$ cat src/rtl/screen_rand_gen_if.sv
// ---------------------------------------------------------------------------
// screen_rand_gen_if
//
// Groups the request/response signals between the game FSM (master) and the
// screen value generator (slave).
//
// Signals:
//   req          master -> slave  one-cycle request pulse
//   first_out    slave  -> master bottom screen 1 value
//   second_out   slave  -> master bottom screen 2 value
//   third_out    slave  -> master bottom screen 3 value
//   fourth_out   slave  -> master bottom screen 4 value
//   main_out     slave  -> master main screen value
//   screen_done  slave  -> master level, outputs hold a fresh stable set
//   busy         slave  -> master request in progress
//   fsm_state    slave  -> master generator FSM state, for observation
// ---------------------------------------------------------------------------
interface screen_rand_gen_if;
    logic       req;
    logic [1:0] first_out;
    logic [1:0] second_out;
    logic [1:0] third_out;
    logic [1:0] fourth_out;
    logic [1:0] main_out;
    logic       screen_done;
    logic       busy;
    logic [1:0] fsm_state;

    modport master (
        output req,
        input  first_out, second_out, third_out, fourth_out, main_out,
        input  screen_done, busy, fsm_state
    );

    modport slave (
        input  req,
        output first_out, second_out, third_out, fourth_out, main_out,
        output screen_done, busy, fsm_state
    );
endinterface

$ cat src/rtl/screen_rand_gen.sv
// ---------------------------------------------------------------------------
// screen_rand_gen
//
// Pseudo-random screen value producer for the bomb-defuse game. A 16-bit
// Fibonacci LFSR (x^16+x^14+x^13+x^11+1) free-runs every cycle. A request
// burns SPIN_CYCLES cycles, then latches four bottom-screen values and one
// main-screen value from the LFSR and raises screen_done.
//
// Handshake: req is sampled on every rising edge but only acts in IDLE.
// On the edge that accepts req, screen_done falls and busy rises. When the
// new set is latched, screen_done rises and busy falls on the same edge;
// screen_done then stays high until the next accepted req. The five value
// outputs only change while screen_done is low.
//
// Parameters:
//   SEED         LFSR reset value (0 is replaced by 16'h0001)
//   SPIN_CYCLES  extra LFSR steps per request, 1..255
//
// Ports:
//   CLK   clock, rising edge
//   RST   asynchronous active-low reset
//   bus   screen_rand_gen_if.slave (req, five values, screen_done, busy,
//         fsm_state)
//
// Optional feature macro: SCREEN_UNIQUE_TARGET_EN
//   When defined, a FIX state follows LOAD: the bottom screen selected by
//   lfsr[11:10] (captured at LOAD) is forced to 2'b11 and every other bottom
//   screen equal to 2'b11 becomes 2'b10, so exactly one shows 2'b11.
// ---------------------------------------------------------------------------
module screen_rand_gen #(
    parameter logic [15:0] SEED        = 16'hACE1,
    parameter int          SPIN_CYCLES = 8
) (
    input  logic              CLK,
    input  logic              RST,
    screen_rand_gen_if.slave  bus
);

    localparam logic [15:0] SEED_EFF  = (SEED == 16'h0000) ? 16'h0001 : SEED;
    localparam logic [7:0]  SPIN_INIT = 8'(SPIN_CYCLES - 1);

    localparam logic [1:0] ST_IDLE = 2'd0;
    localparam logic [1:0] ST_SPIN = 2'd1;
    localparam logic [1:0] ST_LOAD = 2'd2;
`ifdef SCREEN_UNIQUE_TARGET_EN
    localparam logic [1:0] ST_FIX  = 2'd3;
`endif

    logic [1:0]       state_q, state_d;
    logic [15:0]      lfsr_q, lfsr_d;
    logic [7:0]       spin_cnt_q, spin_cnt_d;
    logic [3:0][1:0]  bot_q, bot_d;
    logic [1:0]       main_q, main_d;
    logic             done_q, done_d;
    logic             busy_q, busy_d;
`ifdef SCREEN_UNIQUE_TARGET_EN
    logic [1:0]       tgt_q, tgt_d;
`endif

    logic fb;
    assign fb = lfsr_q[15] ^ lfsr_q[13] ^ lfsr_q[12] ^ lfsr_q[10];

    always_comb begin
        // The all-zero state is a lock-up state for an XOR LFSR; escape it.
        lfsr_d     = (lfsr_q == 16'h0000) ? 16'h0001 : {lfsr_q[14:0], fb};
        state_d    = state_q;
        spin_cnt_d = spin_cnt_q;
        bot_d      = bot_q;
        main_d     = main_q;
        done_d     = done_q;
        busy_d     = busy_q;
`ifdef SCREEN_UNIQUE_TARGET_EN
        tgt_d      = tgt_q;
`endif
        case (state_q)
            ST_IDLE: begin
                if (bus.req) begin
                    state_d    = ST_SPIN;
                    done_d     = 1'b0;
                    busy_d     = 1'b1;
                    spin_cnt_d = SPIN_INIT;
                end
            end
            ST_SPIN: begin
                if (spin_cnt_q == 8'd0) begin
                    state_d = ST_LOAD;
                end else begin
                    spin_cnt_d = spin_cnt_q - 8'd1;
                end
            end
            ST_LOAD: begin
                bot_d[0] = lfsr_q[1:0];
                bot_d[1] = lfsr_q[3:2];
                bot_d[2] = lfsr_q[5:4];
                bot_d[3] = lfsr_q[7:6];
                main_d   = lfsr_q[9:8];
`ifdef SCREEN_UNIQUE_TARGET_EN
                tgt_d    = lfsr_q[11:10];
                state_d  = ST_FIX;
`else
                done_d   = 1'b1;
                busy_d   = 1'b0;
                state_d  = ST_IDLE;
`endif
            end
`ifdef SCREEN_UNIQUE_TARGET_EN
            ST_FIX: begin
                for (int i = 0; i < 4; i++) begin
                    if (tgt_q == i[1:0]) begin
                        bot_d[i] = 2'b11;
                    end else if (bot_q[i] == 2'b11) begin
                        bot_d[i] = 2'b10;
                    end
                end
                done_d  = 1'b1;
                busy_d  = 1'b0;
                state_d = ST_IDLE;
            end
`endif
            default: begin
                state_d = ST_IDLE;
            end
        endcase
    end

    always_ff @(posedge CLK or negedge RST) begin
        if (!RST) begin
            state_q    <= ST_IDLE;
            lfsr_q     <= SEED_EFF;
            spin_cnt_q <= 8'd0;
            bot_q      <= '0;
            main_q     <= 2'b00;
            done_q     <= 1'b0;
            busy_q     <= 1'b0;
`ifdef SCREEN_UNIQUE_TARGET_EN
            tgt_q      <= 2'b00;
`endif
        end else begin
            state_q    <= state_d;
            lfsr_q     <= lfsr_d;
            spin_cnt_q <= spin_cnt_d;
            bot_q      <= bot_d;
            main_q     <= main_d;
            done_q     <= done_d;
            busy_q     <= busy_d;
`ifdef SCREEN_UNIQUE_TARGET_EN
            tgt_q      <= tgt_d;
`endif
        end
    end

    assign bus.first_out   = bot_q[0];
    assign bus.second_out  = bot_q[1];
    assign bus.third_out   = bot_q[2];
    assign bus.fourth_out  = bot_q[3];
    assign bus.main_out    = main_q;
    assign bus.screen_done = done_q;
    assign bus.busy        = busy_q;
    assign bus.fsm_state   = state_q;

endmodule

$ cat src/flat_wrapper.sv
// flat-port wrapper written by rule: the top's interface ports become plain ports
module screen_rand_gen_flat 
#(
    parameter logic [15:0] SEED        = 16'hACE1,
    parameter int          SPIN_CYCLES = 8
)
  (CLK, RST, bus_req, bus_first_out, bus_second_out, bus_third_out, bus_fourth_out, bus_main_out, bus_screen_done, bus_busy, bus_fsm_state);
  screen_rand_gen_if bus_i ();
  input  logic CLK;
  input  logic RST;
  input wire logic [$bits(bus_i.req)-1:0] bus_req;
  output wire logic [$bits(bus_i.first_out)-1:0] bus_first_out;
  output wire logic [$bits(bus_i.second_out)-1:0] bus_second_out;
  output wire logic [$bits(bus_i.third_out)-1:0] bus_third_out;
  output wire logic [$bits(bus_i.fourth_out)-1:0] bus_fourth_out;
  output wire logic [$bits(bus_i.main_out)-1:0] bus_main_out;
  output wire logic [$bits(bus_i.screen_done)-1:0] bus_screen_done;
  output wire logic [$bits(bus_i.busy)-1:0] bus_busy;
  output wire logic [$bits(bus_i.fsm_state)-1:0] bus_fsm_state;
  assign bus_i.req = bus_req;
  assign bus_first_out = bus_i.first_out;
  assign bus_second_out = bus_i.second_out;
  assign bus_third_out = bus_i.third_out;
  assign bus_fourth_out = bus_i.fourth_out;
  assign bus_main_out = bus_i.main_out;
  assign bus_screen_done = bus_i.screen_done;
  assign bus_busy = bus_i.busy;
  assign bus_fsm_state = bus_i.fsm_state;
  screen_rand_gen #(.SEED(SEED), .SPIN_CYCLES(SPIN_CYCLES)) u_core (.CLK(CLK), .RST(RST), .bus(bus_i));
endmodule
$ cat config.mk
export PLATFORM = sky130hd
export DESIGN_NAME = screen_rand_gen_flat
export DESIGN_NICKNAME = d
export VERILOG_FILES = /design/src/rtl/screen_rand_gen_if.sv /design/src/rtl/screen_rand_gen.sv /design/src/flat_wrapper.sv
export SDC_FILE = /design/constraint.sdc
export NUM_CORES = 1
export LEC_CHECK = 0
export CAP_MARGIN = 20
export CORE_MARGIN = 2
export CORE_UTILIZATION = 38
export CTS_CLUSTER_SIZE = 20
export DETAILED_ROUTE_END_ITERATION = 12
export PLACE_DENSITY_LB_ADDON = 0.3
export SETUP_SLACK_MARGIN = 0.05
export SLEW_MARGIN = 10
export SYNTH_ARGS = -nofsm -noshare
export SYNTH_HDL_FRONTEND = slang
export SYNTH_SLANG_ARGS = --single-unit
$ cat constraint.sdc
create_clock -name CLK -period 4.1 [get_ports CLK]
set_input_delay 0.82 -clock CLK [delete_from_list [all_inputs] [get_ports CLK]]
set_output_delay 0.82 -clock CLK [all_outputs]
set_load 0.05 [all_outputs]
# Word-level counts from Yosys, hierarchy flattened
# Cells that the tools add are included.
# W data, S select, Z words.
# word_totals
register_bits,38
latch_bits,0
ram_bits,0
romBits,0
output_inout_bits,14
n_memories,0
# op_classes
addsub,1
n_mul,0
div,0
order_cmp,0
n_eq_ne,5
shift,0
n_mux,11
bitwise_logic,3
n_reduce_logical,8
# op_table
operator,count
$logic_not A16 Y1,1
$mux W16,1
$mux W8,2
$pmux W8 S2,1
$logic_not A8 Y1,1
$sub A8 B1 Y8 const B,1
$mux W2,2
$ne A2 B2 Y1 const B,2
$pmux W1 S2,2
$pmux W2 S2,1
$reduce_and A2 Y1,2
$reduce_bool A2 Y1,2
$reduce_and A3 Y1,1
$xor A1 B1 Y1,3
$eq A2 B1 Y1 const B,1
$eq A2 B2 Y1 const B,1
$logic_not A2 Y1,1
$mux W1,2
$ne A2 B1 Y1 const B,1

# Longest topological paths before layout
# depth
ltp_word,4
mapped_depth,5

# Least setup slack after synthesis
# OpenSTA, ideal clock, no wires.
# synth_timing
path_type,input to register
start,in bus_req
end,reg u_core.spin_cnt_q[5]
arrival_time_ns,1.693
required_ns,3.972
path_slack_ns,2.280
stages,4
path_buffers,1
cell_sequence,nor3b_1 > clkbuf_1 > nor2_1 > mux2_1
# synth_via
elab_chain_cells,2
# synth_rtl
item,line,source
"start, declared",flat_wrapper.sv:11,input wire logic [$bits(bus_i.req)-1:0] bus_req;
$ne A2 B2 Y1 (no line),--,
$reduce_and A3 Y1 (no line),--,
"end signal, assigned",screen_rand_gen.sv:141,spin_cnt_q <= spin_cnt_d;
"end, declared",screen_rand_gen.sv:51,"logic [7:0] spin_cnt_q, spin_cnt_d;"
# Every way passes these cells.
# A chain may end at the register's enable or synchronous reset.

# Worst setup path in the final report
# layout_timing
start,"reg u_core.state_q[1], in the netlist u_core.bus.fsm_state[1]"
end,out bus_fsm_state[1]
# layout_rtl
item,line,source
"start, declared",screen_rand_gen.sv:49,"logic [1:0] state_q, state_d;"
"start signal, assigned",screen_rand_gen.sv:139,state_q <= state_d;
"end, declared",flat_wrapper.sv:19,output wire logic [$bits(bus_i.fsm_state)-1:0] bus_fsm_state;
# No word-level cell between the ends.

==> results.py <==
metrics = {
    "cts": {
        "ctsHoldBuffers": 0,
        "cts-htree-levels": 2,
        "root_buffer": "sky130_fd_sc_hd__clkbuf_8",
        "tritoncts.num_buffers": 5,
        "cts_setup_buffers": 0,
        "clk_latency_ns": 0.29,
        "path_clk_slew_ns": 0.08,
        "clock_path_buffers": 2,
        "cts_tree": "done",
        "tritoncts_num_sinks": 38,
        "postCtsResizedCells": 0,
    },
    "global_routing": {
        "grt_pass1_vias": 922,
        "grt_pass1_wl_um": 4500,
        "globalRoute.totalOverflow": 0,
        "antenna_found_initial": 0,
        "grt_start_max_net_pins": 39,
        "grt_util_all_layers_pct": 13.5,
    },
    "status": {
        "outcome": "finished, final reports clean",
    },
    "routing": {
        "route.antenna.remaining_nets": 0,
        "1st_iter_drt_viols": 45,
        "detailroute.via_count": 927,
        "drc_errors": 0,
        "highest_routed_layer": "met4",
        "routed_wire_length_per_instance_um": 14.4,
        "met2_wirelength_um": 1250,
        "route.layer.met1.wl_um": 1220,
        "routed-wl-met3_um": 88,
        "drtPass1Iterations": 2,
        "totalWireLength_um": 2600,
        "avgViaCountPerCell": 5.15,
    },
    "logic_synthesis": {
        "yosys.area.top_type_share_pct": 48.1,
        "synth-seq-area-share_pct": 61.5,
        "synthesis.area_per_instance_um2": 12.8,
        "post_synth_main_area_contributors": "sky130_fd_sc_hd__dfrtp_1, sky130_fd_sc_hd__dfstp_2, sky130_fd_sc_hd__mux2_2",
        "syn-num-nets": 126,
        "yosys.area.top_type": "sky130_fd_sc_hd__dfrtp_1",
        "synth-warning-count": 0,
        "mappedNetlistArea_um2": 1560,
        "synth.lib_cells_used.distinct": 31,
        "post_synth_inst_count": 122,
        "ys_seq_elements": 38,
    },
    "worst_setup_path": {
        "critical_path_cell_count": 1,
        "worst-path-buf-inv": 1,
        "worst_r2r_path_depth": 5,
        "regToRegEndpoint": "u_core.spin_cnt_q[4]",
        "crit_fanout": 7,
        "timing.critical_path.max_delay_family": "buffers and inverters",
        "worstSetupEndpoint": "bus_fsm_state[1]",
        "timing.critical_path.cells": "clkdlybuf4s50_1",
        "worst_path_largest_cell_delay_ns": 0.84,
        "critical_path.startpoint": "u_core.bus.fsm_state[1]",
        "critPathRequiredTime_ns": 3.28,
        "slowest_stage": "sky130_fd_sc_hd__clkdlybuf4s50_1",
        "critical_path.reg2reg.startpoint": "u_core.spin_cnt_q[1]",
        "timing.setup.critical_path_class": "reg2out",
        "critical_path_source_type": "flip-flop",
        "ff2ff_setup_slack_ns": 2.13,
        "critPathArrivalTime_ns": 1.59,
        "setup.worst_path.end_class": "output port",
    },
    "timing": {
        "max_slew.worst_pin.slew_ns": 0.596,
        "rsz0062_at_grt": "false",
        "finalCriticalPeriod_ns": 2.41,
        "fmax_ghz": 0.415,
        "timing.final.max_slew_violations": 0,
        "report.final.setup_viol": 0,
        "finalCritPeriodShare_pct": 58.7,
        "maxSlewHeadroom_pct": 60.3,
        "timing_hold_violations_final": 0,
        "clock_skew_ns": 0.0104,
        "timing.setup.tns_ns": 0,
    },
    "final_layout": {
        "fillCellCount": 378,
        "nets": 133,
        "most_frequent_standard_cell_in_the_layout_excluding_fill_and_tap_cells": "sky130_fd_sc_hd__dfrtp_1",
        "antennaDiodeCount": 0,
        "seq_area_um2": 961,
        "area.growth.synth_to_final_pct": 16.7,
        "multiInputGateArea_um2": 514,
        "drive_gt1_share_pct": 25.4,
        "final_cell_mix": "sky130_fd_sc_hd__dfrtp_1, sky130_fd_sc_hd__clkdlybuf4s50_1, sky130_fd_sc_hd__mux2_2",
    },
    "power": {
        "share_seq_of_total_power_pct": 39.2,
        "clock_power_share_pct": 19.0,
        "share_of_power_burned_in_combinational_logic_pct": 41.8,
        "power.internal_mw": 0.828,
        "vdd_drop_max_v": 0.000364,
        "power.density_nw_per_um2": 758,
        "p_leak_nw": 0.778,
        "report.power.total_mw": 1.38,
        "power.net_switching_mw": 0.554,
        "power.switching_fraction_pct": 40.1,
    },
    "die": {
        "floorplan.die_area_um2": 4640,
        "initial_cell_density_of_the_core_pct": 39.3,
        "fp.coreArea_um2": 3970,
        "die_width_um": 68.1,
        "die_h_um": 68.1,
        "rows": 23,
        "pin_count": 17,
    },
    "run": {
        "cap_violations": 0,
    },
    "worst_hold_path": {
        "worst_hold_check_path_type": "reg2reg",
    },
    "placement": {
        "place_hpwl_um": 1750,
        "io_buffers": 16,
        "globalplace.congestion": 0.741,
    },
}
==> cells in the mapped netlist <==
master	instances
sky130_fd_sc_hd__or4bb_1	1
sky130_fd_sc_hd__inv_1	5
sky130_fd_sc_hd__nor2_1	3
sky130_fd_sc_hd__or2_2	2
sky130_fd_sc_hd__or4_4	1
sky130_fd_sc_hd__or3b_1	1
sky130_fd_sc_hd__nor3b_1	2
sky130_fd_sc_hd__xnor2_1	2
sky130_fd_sc_hd__nor2b_1	4
sky130_fd_sc_hd__nor3_1	2
sky130_fd_sc_hd__a2111oi_4	1
sky130_fd_sc_hd__mux2_2	11
sky130_fd_sc_hd__or4_1	3
sky130_fd_sc_hd__a21o_1	1
sky130_fd_sc_hd__o41ai_1	1
sky130_fd_sc_hd__a211o_1	1
sky130_fd_sc_hd__nand2b_1	3
sky130_fd_sc_hd__o221ai_1	1
sky130_fd_sc_hd__dfrtp_1	30
sky130_fd_sc_hd__a31oi_1	1
sky130_fd_sc_hd__ha_1	1
sky130_fd_sc_hd__clkbuf_1	18
sky130_fd_sc_hd__mux2_1	1
sky130_fd_sc_hd__nor4_1	5
sky130_fd_sc_hd__mux2i_1	3
sky130_fd_sc_hd__o21ai_0	2
sky130_fd_sc_hd__o2111ai_1	1
sky130_fd_sc_hd__a311oi_1	1
sky130_fd_sc_hd__a21oi_1	5
sky130_fd_sc_hd__nor4_4	1
sky130_fd_sc_hd__dfstp_2	8
==> power by group through the flow <==
stage               Sequential (mW)  Combinational, mW  Clock (mW)
floorplan                     0.719              0.238           0
global placement              0.541              0.570           0
detailed placement            0.549              0.584           0
CTS                           0.543              0.585       0.271
global route                  0.556              0.625       0.286
finish                        0.542              0.578       0.262
==> per-layer routing <==
layer / GRT usage (%) / vias to the layer above
met3: 3.95 / 5
met2: 19.9 / 12
met1: 18.2 / 477
met4: 6.75 / 0
li1: - / 433
met5: 0 / -
==> sequential cells by signal, indices dropped and copies added (netlist names) <==
signal                  count
u_core.bus.busy             1
u_core.bus.first_out        2
u_core.bus.fourth_out       2
u_core.bus.fsm_state        2
u_core.bus.main_out         2
u_core.bus.screen_done      1
u_core.bus.second_out       2
u_core.bus.third_out        2
u_core.lfsr_q              16
u_core.spin_cnt_q           8
==> cells by family after synthesis <==
group           share of synthesized area (%)
flops                                    61.5
mux                                      10.6
xor+xnor                                 1.12
compound gates                           7.69
fa+ha+maj                               0.801
simple gates                             12.7
buf+inv                                  5.53
==> cell type report <==
type	instances	share of cell area, %
well taps	50	3.43
repair buffers	18	9.61
inverters	5	1.03
flip-flops and latches	38	52.7
clock buffers	7	4.74
clock inverters	1	0.275
multi-input cells	61	28.2
==> through the flow <==
stage	area (um2)	std cells	utilization (%)	worst slack [ns]	hold WS (ns)
after floorplan	1560	122	-	2.28	0.432
after global placement	1730	172	43.6	1.98	0.358
after detailed placement	1730	172	43.6	1.87	0.371
after CTS	1820	180	45.9	1.69	0.372
after global routing	1820	180	45.9	1.64	0.379
final	1820	180	45.9	1.69	0.368
==> how the worst min path moves through the flow <==
| stage | to | cells after the start | slack, ns | start |
|---|---|---|---|---|
| floorplan | u_core.lfsr_q[15] | 1 | 0.43 | u_core.lfsr_q[14] |
| global placement | u_core.lfsr_q[15] | 0 | 0.36 | u_core.lfsr_q[14] |
| detailed placement | u_core.lfsr_q[6] | 0 | 0.37 | u_core.lfsr_q[5] |
| CTS | u_core.lfsr_q[6] | 0 | 0.37 | u_core.lfsr_q[5] |
| global route | u_core.lfsr_q[6] | 0 | 0.38 | u_core.lfsr_q[5] |
| finish | u_core.lfsr_q[15] | 0 | 0.37 | u_core.lfsr_q[14] |
No activity file was read; power rests on OpenSTA's default activity.
